File: config.mk
export PLATFORM = sky130hd
export DESIGN_NAME = uart_tx_arbiter
export DESIGN_NICKNAME = d
export VERILOG_FILES = /design/src/rtl/uart_tx_arbiter.sv
export SDC_FILE = /design/constraint.sdc
export NUM_CORES = 1
export LEC_CHECK = 0
export ABC_CLOCK_PERIOD_IN_PS = 2000
export CORE_MARGIN = 10
export CORE_UTILIZATION = 48
export DETAILED_ROUTE_END_ITERATION = 16
export PLACE_DENSITY = 0.78
export SKIP_CTS_REPAIR_TIMING = 1
export SLEW_MARGIN = 20
export SYNTH_ARGS = -nofsm -noshare
export SYNTH_HDL_FRONTEND = slang
export SYNTH_SLANG_ARGS = --single-unit
File: constraint.sdc
create_clock -name clk_i -period 2 [get_ports clk_i]
set_input_delay 0.4 -clock clk_i [delete_from_list [all_inputs] [get_ports clk_i]]
set_output_delay 0.4 -clock clk_i [all_outputs]
set_load 0.01 [all_outputs]
File: src/rtl/uart_tx_arbiter.sv
// Round-robin arbiter sharing one UART transmit line between two byte requesters.
// The granted byte is sent as an 8N1/8N2 frame, advancing one bit per txclk_en_i tick.
module uart_tx_arbiter #(
    parameter int unsigned STOP_BITS = 1
) (
    input  logic       clk_i,
    input  logic       rst_i,
    input  logic       txclk_en_i,
    input  logic       req0_valid_i,
    input  logic [7:0] req0_data_i,
    output logic       req0_ready_o,
    input  logic       req1_valid_i,
    input  logic [7:0] req1_data_i,
    output logic       req1_ready_o,
    output logic       tx_o,
    output logic       busy_o,
    output logic [1:0] grant_o
);

    typedef enum logic [2:0] {
        StIdle,
        StWait,
        StStart,
        StData,
        StStop
    } state_e;

    localparam logic StopLast = 1'(STOP_BITS - 1);

    state_e     state_q, state_d;
    logic [7:0] shift_q, shift_d;
    logic [2:0] bit_cnt_q, bit_cnt_d;
    logic       stop_cnt_q, stop_cnt_d;
    logic       last_grant_q, last_grant_d;
    logic [1:0] grant_q, grant_d;
    logic       busy_q, busy_d;
    logic       tx_q, tx_d;
    logic       sel;
    logic       accept;

    // On a tie the requester that did not own the previous frame wins.
    always_comb begin
        if (req0_valid_i && req1_valid_i) begin
            sel = ~last_grant_q;
        end else begin
            sel = req1_valid_i;
        end
    end

    // Readies are held low while reset is asserted even though the state reads idle.
    assign req0_ready_o = !rst_i && (state_q == StIdle) && !sel && req0_valid_i;
    assign req1_ready_o = !rst_i && (state_q == StIdle) && sel && req1_valid_i;
    assign accept       = req0_ready_o || req1_ready_o;

    always_comb begin
        state_d      = state_q;
        shift_d      = shift_q;
        bit_cnt_d    = bit_cnt_q;
        stop_cnt_d   = stop_cnt_q;
        last_grant_d = last_grant_q;
        grant_d      = grant_q;
        busy_d       = busy_q;
        tx_d         = tx_q;

        case (state_q)
            StIdle: begin
                if (accept) begin
                    shift_d      = sel ? req1_data_i : req0_data_i;
                    last_grant_d = sel;
                    grant_d      = sel ? 2'b10 : 2'b01;
                    busy_d       = 1'b1;
                    state_d      = StWait;
                end
            end
            StWait: begin
                if (txclk_en_i) begin
                    tx_d    = 1'b0;
                    state_d = StStart;
                end
            end
            StStart: begin
                if (txclk_en_i) begin
                    tx_d      = shift_q[0];
                    bit_cnt_d = 3'd0;
                    state_d   = StData;
                end
            end
            StData: begin
                if (txclk_en_i) begin
                    if (bit_cnt_q != 3'd7) begin
                        shift_d   = {1'b0, shift_q[7:1]};
                        tx_d      = shift_q[1];
                        bit_cnt_d = bit_cnt_q + 3'd1;
                    end else begin
                        tx_d       = 1'b1;
                        stop_cnt_d = 1'b0;
                        state_d    = StStop;
                    end
                end
            end
            StStop: begin
                if (txclk_en_i) begin
                    if (stop_cnt_q == StopLast) begin
                        state_d = StIdle;
                        busy_d  = 1'b0;
                        grant_d = 2'b00;
                    end else begin
                        stop_cnt_d = stop_cnt_q + 1'b1;
                    end
                end
            end
            default: begin
                state_d = StIdle;
            end
        endcase
    end

    always_ff @(posedge clk_i or posedge rst_i) begin
        if (rst_i) begin
            state_q      <= StIdle;
            shift_q      <= 8'h00;
            bit_cnt_q    <= 3'd0;
            stop_cnt_q   <= 1'b0;
            last_grant_q <= 1'b1;
            grant_q      <= 2'b00;
            busy_q       <= 1'b0;
            tx_q         <= 1'b1;
        end else begin
            state_q      <= state_d;
            shift_q      <= shift_d;
            bit_cnt_q    <= bit_cnt_d;
            stop_cnt_q   <= stop_cnt_d;
            last_grant_q <= last_grant_d;
            grant_q      <= grant_d;
            busy_q       <= busy_d;
            tx_q         <= tx_d;
        end
    end

    assign tx_o    = tx_q;
    assign busy_o  = busy_q;
    assign grant_o = grant_q;

endmodule

Word-level counts from Yosys, hierarchy flattened. Index checks and enable logic that the tools add are counted.

Register bits: 20. Input port bits: 21. Output and inout port bits: 6. Word-level logic and storage cells: 83.

$add $sub $neg: 2. Equal/unequal tests: 13. Multiplexer cells: 37. Bitwise operators: 1. Reduce and logical (&&, ||, !) cells: 22.

Operator list (count): 8-bit two-way mux (4); 3-bit two-way mux (10); 4-bit AND reduction (5); 2-bit != test, second input constant (8); 8-bit one-hot mux with 2 select lines (1); 3-bit one-hot mux with 5 select lines (1); 1-bit two-way mux (12); 2-bit two-way mux (4); 2-bit nonzero test (4); 7-bit AND reduction (1); 3-bit by 2-bit equality test with 1-bit output, second input constant (2); 1-bit logical AND (6); 3-bit one-hot mux with 2 select lines (1); 1-bit one-hot mux with 2 select lines (2); 2-bit one-hot mux with 2 select lines (1); 3-bit by 1-bit adder with 3-bit output, second input constant (1); 3-bit by 1-bit equality test with 1-bit output, second input constant (1); 3-bit equality test, second input constant (1); 3-bit logical NOT (1); 3-bit != test, second input constant (1); 1-bit one-hot mux with 3 select lines (1); 3-bit nonzero test (1); 1-bit logical NOT (2); 2-bit AND reduction (1); other kinds (3) (3).

Logic depth before layout (Yosys ltp). Gate-level depths: netlist of the first run.

Depth in word-level cells: 8. Depth in mapped cells: 7. Mapped depth without buffers: 6.

Worst setup path before layout of the first run. No wires, ideal clock.

Kind: register -> register. From: reg bit_cnt_q[0]. To: reg shift_q[0]. Library setup time: 0.125 ns. Arrival time: 1.651 ns. Data required time: 1.875 ns. Setup slack: 0.224 ns. Cell stages (with the launch flop): 8. Buffers on the path: 1. Period minus slack after synthesis: 1.776 ns. Path through: dfrtp_1 ha_1 ha_1 nand2b_1 nor2_1 o211a_1 buf_6 mux2_4.

Longest elaborated chain between the ends: 3.

Ends and longest elaborated chain: start: declaration (line 32) `logic [2:0] bit_cnt_q, bit_cnt_d;`; start signal: assignment (line 131) `bit_cnt_q <= bit_cnt_d;`; 3-bit != test (line 90) `if (bit_cnt_q != 3'd7) begin`; 2-bit != test (no source line); 4-bit AND reduction (no source line); end signal: assignment (line 130) `shift_q <= shift_d;`; end: declaration (line 31) `logic [7:0] shift_q, shift_d;`.

No other way between the ends. A chain may end at the register's enable or synchronous reset.

Final worst setup path of the first run.
From: reg state_q[2]. To: out req0_ready_o.

Longest elaborated chain between the ends: 4.

Ends and longest elaborated chain: start: declaration (line 30) `state_e state_q, state_d;`; start signal: assignment (line 120) `state_q <= StIdle;`; start signal: assignment (line 129) `state_q <= state_d;`; 3-bit logical NOT (line 51) `assign req0_ready_o = !rst_i && (state_q == StIdle) && !sel && req0_valid_i;`; 1-bit logical AND (3 in a row) (line 51); end: declaration (line 11) `output logic req0_ready_o,`.

No other way between the ends.

==> metrics.txt, run 1 <==
status finished, final reports clean; H-tree depth 1; Final GP Congestion 0.791; vias in the first global route 900; Slew Limit Fails 0; synth-to-layout area growth 34.7%; Main synth FF type dfrtp_1; ys async rst share 100%; Final Critical Period 1.91 ns; TritonCTS clock tree yes; Mapped Area 1100 µm²; all-layer global routing usage 12.3%; Fmax 524 MHz; Synth Net Count 137; clk_lat worst skew 0.29 ns; WP data arrival 1.51 ns; vias per cell 5.44; final number of hold-violating endpoints 0; grt ovf 0; Initial Utilization 50.3%; Tcrit/Tclk final 95.4%; Max Cap Viol 0; reg2reg start bit_cnt_q[0]; Layout Utilization 67.8%; core area 2190 µm²; nature of the critical path endpoint primary output; Max Clock Skew 0.00732 ns; worst min-delay path class in -> async; row cnt 17; first-pass GRT wire length 4.40 mm; vias after detailed routing 969; sequential element share of the synthesized area 43.4%; Mean Syn Cell Area 9.67 µm²; I/O pin cnt 27; Peak supply drop 0.685 mV; cell count after synthesis 114; Wirelength per Cell 15.8 µm; CP top delay family flip-flops; CTS Root Cell clkbuf_4; WL final 2.81 mm; crit-path cells nor4_2, buf_4, nand3_1, inv_1, clkbuf_2; critical path startpoint category flip-flop; Seq cells post-synth 19; crit path kind reg -> out; Crit Path Max Fanout 3; share of layout cells above drive strength 1 21.3%; Final nets 174; detailed placer's ending HPWL 2.07 mm; largest net degree at the start of global routing 20; Worst Max-Slew Pin Slew 0.337 ns; Port Buffers 26; Critical path origin state_q[2]; antenna violations before repair 0; WP buf/inv 3; clock slew at the register clock pins of the worst setup and hold paths 0.11 ns; cell at the slowest stage of the critical path dfrtp_1; Unique masters post-synth 32; Final Power 1.84 mW; Final setup violation count 0; Routed Antenna Nets 0; PD cells 1240 nW/µm²; Largest stage delay, worst path 0.42 ns; cts bufs inserted 3; Die Footprint 4610 µm²; RSZ-0062 raised after global routing no; DR iter-0 viols 41; Worst slew margin 77.5%; critical path required time 1.60 ns; DRC Markers 0; Pre-antenna DRT Iters 4; Inserted Diodes 0; Die Y 67.9 µm; EDFF count, synth 0; P_leak 0.731 nW; die width 67.9 µm; Ys Warns 0; clock sink count 19; Clock Tree Buf Depth 2
==> worst paths after layout <==
path	endpoint	slack, ns	cells after the start
min in group clk_i	grant_o[0]	0.48	2
min reg2reg	grant_o[0]	0.48	2
max reg2reg	shift_q[0]	0.12	6
max	req0_ready_o	0.09	5
min	busy_o	0.18	3
max in group asynchronous	tx_o	1.54	3
==> flip-flops by register name (all words and copies together) (netlist names) <==
signal,count
bit_cnt_q,3
busy_o,1
grant_o,2
last_grant_q,1
shift_q,8
state_q,3
tx_o,1
==> cell usage after synthesis, types with 2 or more instances <==
master	n	share of area [%]
nor2_1	12	4.1
a22o_1	5	4.0
nand2_1	15	5.1
nand2b_1	3	1.7
dfrtp_1	17	39
dfstp_2	2	4.8
clkbuf_1	3	1.0
inv_1	3	1.0
ha_1	2	2.3
a21o_1	2	1.4
buf_6	2	2.0
nand3_1	2	0.91
a21oi_1	18	8.2
mux2_4	8	11
o21ai_0	2	0.91
nand3b_1	2	1.4
==> cell usage in the layout (no fill, tap or decap), drive strengths merged, types with 5 or more instances in the layout <==
master         instances
clkbuf                 5
nor2                  12
clkdlybuf4s50         23
buf                   12
a22o                   5
dfrtp                 17
a21oi                 18
mux2                   9
nand2                 15
==> per-layer routing <==
metal | vias up | GRT usage, % | share of wire, %
met5 | - | 0 | 0
met4 | 0 | 4.52 | 0.82
met3 | 2 | 3.10 | 4.7
met2 | 21 | 20.1 | 51
met1 | 468 | 15.2 | 44
li1 | 478 | - | -
==> cell type report <==
type	count	area, µm²
timing repair buffer	38	350
fill	179	706
tap	28	35.0
inverter	3	11.3
sequential	19	478
clock buffer	4	26.3
multi-input combinational	86	584
==> stage by stage <==
step                setup slack, ns  setup TNS (ns)  hold WS [ns]  cell area, µm²  cells
floorplan                     0.224               0         0.350            1100    114
global placement             -0.292           -2.68         0.463            1440    173
detailed placement           -0.304           -2.83         0.463            1440    173
CTS                          -0.312          -0.601         0.469            1470    177
global route                0.00979               0         0.199            1490    178
finish                       0.0919               0         0.185            1490    178
==> worst min-delay path: cells and delay by family <==
kind / cells / cell delay, ns
buffers and inverters: 3 / 0.47
==> where the power goes <==
group          internal (mW)  total (mW)  switching [mW]
registers              0.572       0.687           0.115
logic                  0.546       0.962           0.416
clock network         0.0776       0.194           0.117
==> cell families (layout without fill, tap and decap cells) <==
kind of cell / Yosys count / in the layout / share of synthesized area (%)
adders and majority gates: 2 / 2 / 2.27
buffers and inverters: 9 / 45 / 4.54
AOI/OAI and AO/OA: 35 / 35 / 20.8
DFF: 19 / 19 / 43.4
muxes: 9 / 9 / 11.9
and+or+nand+nor: 40 / 40 / 17.1
Note: power is estimated with default switching activity, not from simulation.
==> inputs of run 2 (changes only) <==
- PLACE_DENSITY: 0.78 -> not set
- PLACE_DENSITY_LB_ADDON: not set -> 0.3
==> run 2 against run 1 <==
- global-route usage increased by 0.31 points
- first-iteration DRC count increased by 20%
- sequential share of layout area decreased by 0.64 points
- sequential power about the same
- combinational power increased by 4%
- core utilization increased by 1.4 points
==> metrics.txt, run 2 (same netlist as run 1, synthesis figures left out) <==
status finished, final reports clean; gr busiest metal met2; Pre-antenna DRT Iters 4; synth-to-layout area growth 37.5%; clock sink count 19; cts bufs inserted 3; most frequent cells in the layout clkdlybuf4s50_1 (24), a21oi_1 (18), dfrtp_1 (17), nand2_1 (15), buf_4 (13); Final Critical Period 1.91 ns; DR iter-0 viols 49; GR Util met3 4.08%; worst min-delay path class reg -> reg; RSZ-0062 raised after global routing no; final number of hold-violating endpoints 0; DRC Markers 0; largest reg by FF count shift_q; all-layer global routing usage 12.6%; antenna violations before repair 0; Post-DP Area 1450 µm²; Final TNS setup 0 ns; Final nets 175; Wirelength per Cell 15.6 µm; CTS Root Cell clkbuf_4; Routed Antenna Nets 0; number of flip-flops in the largest register 8; I/O pin cnt 27; Final setup violation count 0; critical path startpoint category input pin; clock slew at the register clock pins of the worst setup and hold paths 0.10 ns; biggest registers after layout shift_q x8, bit_cnt_q x3, state_q x3; vias in the first global route 981; Clock Tree Buf Depth 2; FF/Latch Area 478 µm²; fill count 160; grt ovf 0; largest net degree at the start of global routing 20; worst setup slack after layout 0.0897 ns; Max Cap Viol 0; Max Clock Skew 0.0122 ns; WP data arrival 2.10 ns; first-pass GRT wire length 4.51 mm; crit path kind in -> reg; Final Cell Area 1520 µm²; Die Footprint 4610 µm²; Initial Utilization 50.3%; Layout Cells excl Fill 179; Layout Utilization 69.2%; PD cells 1250 nW/µm²; Final GP Congestion 0.770; die width 67.9 µm; multi-input logic area 601 µm²; Fmax 523 MHz; Crit Path Max Fanout 8; vias after detailed routing 964; critical path required time 2.19 ns; commonest non-fill, non-tap cell in the layout clkdlybuf4s50_1; Peak supply drop 0.755 mV; Slew Limit Fails 0; Tcrit/Tclk final 95.5%; dpl cells 174; Port Buffers 26; pre-CTS setup slack -0.315 ns; met2 Usage GRT 21.3%; vias per cell 5.39; Inserted Diodes 0; share of layout cells above drive strength 1 21.9%; H-tree depth 1; nature of the critical path endpoint flip-flop; grt met1 use 14.7%; core area 2190 µm²; Worst Max-Slew Pin Slew 0.325 ns; P_leak 0.747 nW; WL final 2.80 mm; clk_lat worst skew 0.31 ns; detailed placer's ending HPWL 2.10 mm; row cnt 17; TritonCTS clock tree yes; Die Y 67.9 µm; Worst slew margin 78.3%
run 2: cell types whose count changed in the layout (fill, tap and decap cells not counted):
cell,change
clkbuf_2,-1
clkdlybuf4s50_1,+1
o211a_2,-1
clkinv_2,+1
nor4_2,-1
buf_4,+1
o211a_4,+1
nor4_4,+1
clkbuf_1,-1
run 2: final timing paths:
kind                       cells after the start         start  slack [ns]           end
max                                            5         rst_i        0.09    shift_q[6]
min                                            1    grant_o[1]        0.49    grant_o[1]
max reg2reg                                    6  bit_cnt_q[0]        0.11    shift_q[6]
min reg2reg                                    1    grant_o[1]        0.49    grant_o[1]
max in group asynchronous                      3         rst_i        1.19  last_grant_q
min in group asynchronous                      3         rst_i        0.54    state_q[0]
run 2: final cells by class:
cell class | instances | area share (%)
inverters | 3 | 0.743
multi-input cells | 86 | 39.6
clock inverters | 1 | 0.330
well taps | 28 | 2.31
flip-flops and latches | 19 | 31.5
repair buffers | 39 | 23.9
clock buffers | 3 | 1.49
run 2: through the flow:
stage | total power, mW | hold WS, ns
2_1_floorplan | 1.38 | 0.350
4_1_cts | 1.88 | 0.493
5_1_grt | 2.03 | 0.506
3_5_place_dp | 1.67 | 0.474
3_3_place_gp | 1.62 | 0.458
6_report | 1.89 | 0.495
run 2: critical path, stage by stage:
cell and delay [ns]:
clkdlybuf4s50_1 0.55, o21ba_1 0.19, or4_4 0.43, o211a_4 0.22
mux2_4 0.31
run 2: layer usage:
metal / share of wire (%) / up-vias
met4: 1.1 / 0
met5: 0 / -
met1: 43 / 462
met2: 51 / 17
li1: - / 480
met3: 4.1 / 5
run 2: power by group:
group	internal, mW	switching, mW	total, mW	leakage (nW)
clock	0.0747	0.125	0.199	0.0177
sequential	0.572	0.118	0.690	0.227
combinational	0.560	0.443	1.00	0.502
==> inputs of run 3 (changes only) <==
- MAX_ROUTING_LAYER: not set -> met4
==> run 3 against run 2 <==
- fmax up 0.10%
- combinational power barely moved
- die area unchanged
- clock skew about the same
- global-route usage grew 0.38 points
- routed wire length up 0.18%
- largest power group unchanged
==> metrics.txt, run 3 (same netlist as run 1, synthesis figures left out) <==
status finished, final reports clean; synth-to-layout area growth 37.5%; biggest registers after layout shift_q x8, bit_cnt_q x3, state_q x3; Peak supply drop 0.755 mV; Inserted Diodes 0; RSZ-0062 raised after global routing no; nature of the critical path endpoint flip-flop; Largest stage delay, worst path 0.55 ns; Die Y 67.9 µm; Fmax 524 MHz; Port Buffers 26; commonest non-fill, non-tap cell in the layout clkdlybuf4s50_1; most frequent cells in the layout clkdlybuf4s50_1 (24), a21oi_1 (18), dfrtp_1 (17), nand2_1 (15), buf_4 (13); Die Footprint 4610 µm²; cell at the slowest stage of the critical path clkdlybuf4s50_1; cts bufs inserted 3; Layout Cells excl Fill 179; H-tree depth 1; worst min-delay path class reg -> reg; row cnt 17; Tcrit/Tclk final 95.4%; die width 67.9 µm; CTS Root Cell clkbuf_4; Wirelength per Cell 15.6 µm; I/O pin cnt 27; Final setup violation count 0; vias after detailed routing 965; Worst Max-Slew Pin Slew 0.325 ns; Post-DP Area 1450 µm²; Clock Tree Buf Depth 2; Initial Utilization 50.3%; vias in the first global route 981; Max Clock Skew 0.0121 ns; Final Cell Area 1520 µm²; Max Cap Viol 0; clock sink count 19; final number of hold-violating endpoints 0; Final nets 175; crit-path cells clkdlybuf4s50_1, o21ba_1, or4_4, o211a_4, mux2_4; Final GP Congestion 0.780; P_leak 0.747 nW; Routed Antenna Nets 0; Final TNS setup 0 ns; number of flip-flops in the largest register 8; detailed placer's ending HPWL 2.10 mm; DRC Markers 0; worst setup slack after layout 0.0917 ns; vias per cell 5.39; Final Critical Period 1.91 ns; Pre-antenna DRT Iters 4; pre-CTS setup slack -0.315 ns; largest reg by FF count shift_q; Slew Limit Fails 0; WL final 2.80 mm; critical path required time 2.19 ns; share of layout cells above drive strength 1 21.9%; PD cells 1250 nW/µm²; clock slew at the register clock pins of the worst setup and hold paths 0.10 ns; all-layer global routing usage 13.0%; core area 2190 µm²; first-pass GRT wire length 4.50 mm; Layout Utilization 69.2%; largest net degree at the start of global routing 20; clk_lat worst skew 0.31 ns; Crit Path Max Fanout 8; antenna violations before repair 0; crit path kind in -> reg; grt ovf 0; Worst slew margin 78.3%; DR iter-0 viols 48; WP data arrival 2.10 ns; fill count 160; critical path startpoint category input pin; TritonCTS clock tree yes; dpl cells 174
==> run 3: cell counts in the layout (fill, tap and decap cells not counted) <==
Identical to the previous run, type by type.
==> run 3: layer usage <==
metal	GRT usage, %	wire length, µm	up-vias
met2	21.3	1450	19
met1	14.7	1200	462
met5	-	0	-
met3	4.08	125	5
met4	4.27	29	0
li1	-	-	479
==> run 3: area by class of cell <==
cell class	instances	area (µm²)	area share (%)
multi-input cells	86	601	39.6
inverters	3	11.3	0.743
well taps	28	35.0	2.31
clock inverters	1	5.00	0.330
repair buffers	39	363	23.9
flip-flops and latches	19	478	31.5
clock buffers	3	22.5	1.49
==> run 3: per-stage QoR <==
stage | hold slack, ns | total power, mW
floorplan | 0.350 | 1.38
detailed placement | 0.474 | 1.67
CTS | 0.493 | 1.88
global route | 0.506 | 2.03
finish | 0.495 | 1.89
global placement | 0.458 | 1.62
==> run 3: final timing paths <==
kind / startpoint / end / slack [ns] / cells past startpoint
worst max-delay path: rst_i / shift_q[6] / 0.09 / 5
worst min-delay path: grant_o[1] / grant_o[1] / 0.49 / 1
worst max register to register: bit_cnt_q[0] / shift_q[6] / 0.11 / 6
worst min register to register: grant_o[1] / grant_o[1] / 0.49 / 1
max in group asynchronous: rst_i / last_grant_q / 1.19 / 3
min in group asynchronous: rst_i / state_q[0] / 0.54 / 3
==> run 3: power by group <==
group | switching (mW) | total [mW] | leakage, nW | internal, mW
logic | 0.443 | 1.00 | 0.502 | 0.560
registers | 0.118 | 0.690 | 0.227 | 0.572
clock network | 0.125 | 0.199 | 0.0177 | 0.0747
total | 0.686 | 1.89 | 0.747 | 1.21
==> run 3: critical path, delay by kind of cell <==
family / cells / cell delay (ns)
multiplexers: 1 / 0.31
AO/OA/AOI/OAI: 2 / 0.41
buffers and inverters: 1 / 0.55
AND/OR/NAND/NOR: 1 / 0.43
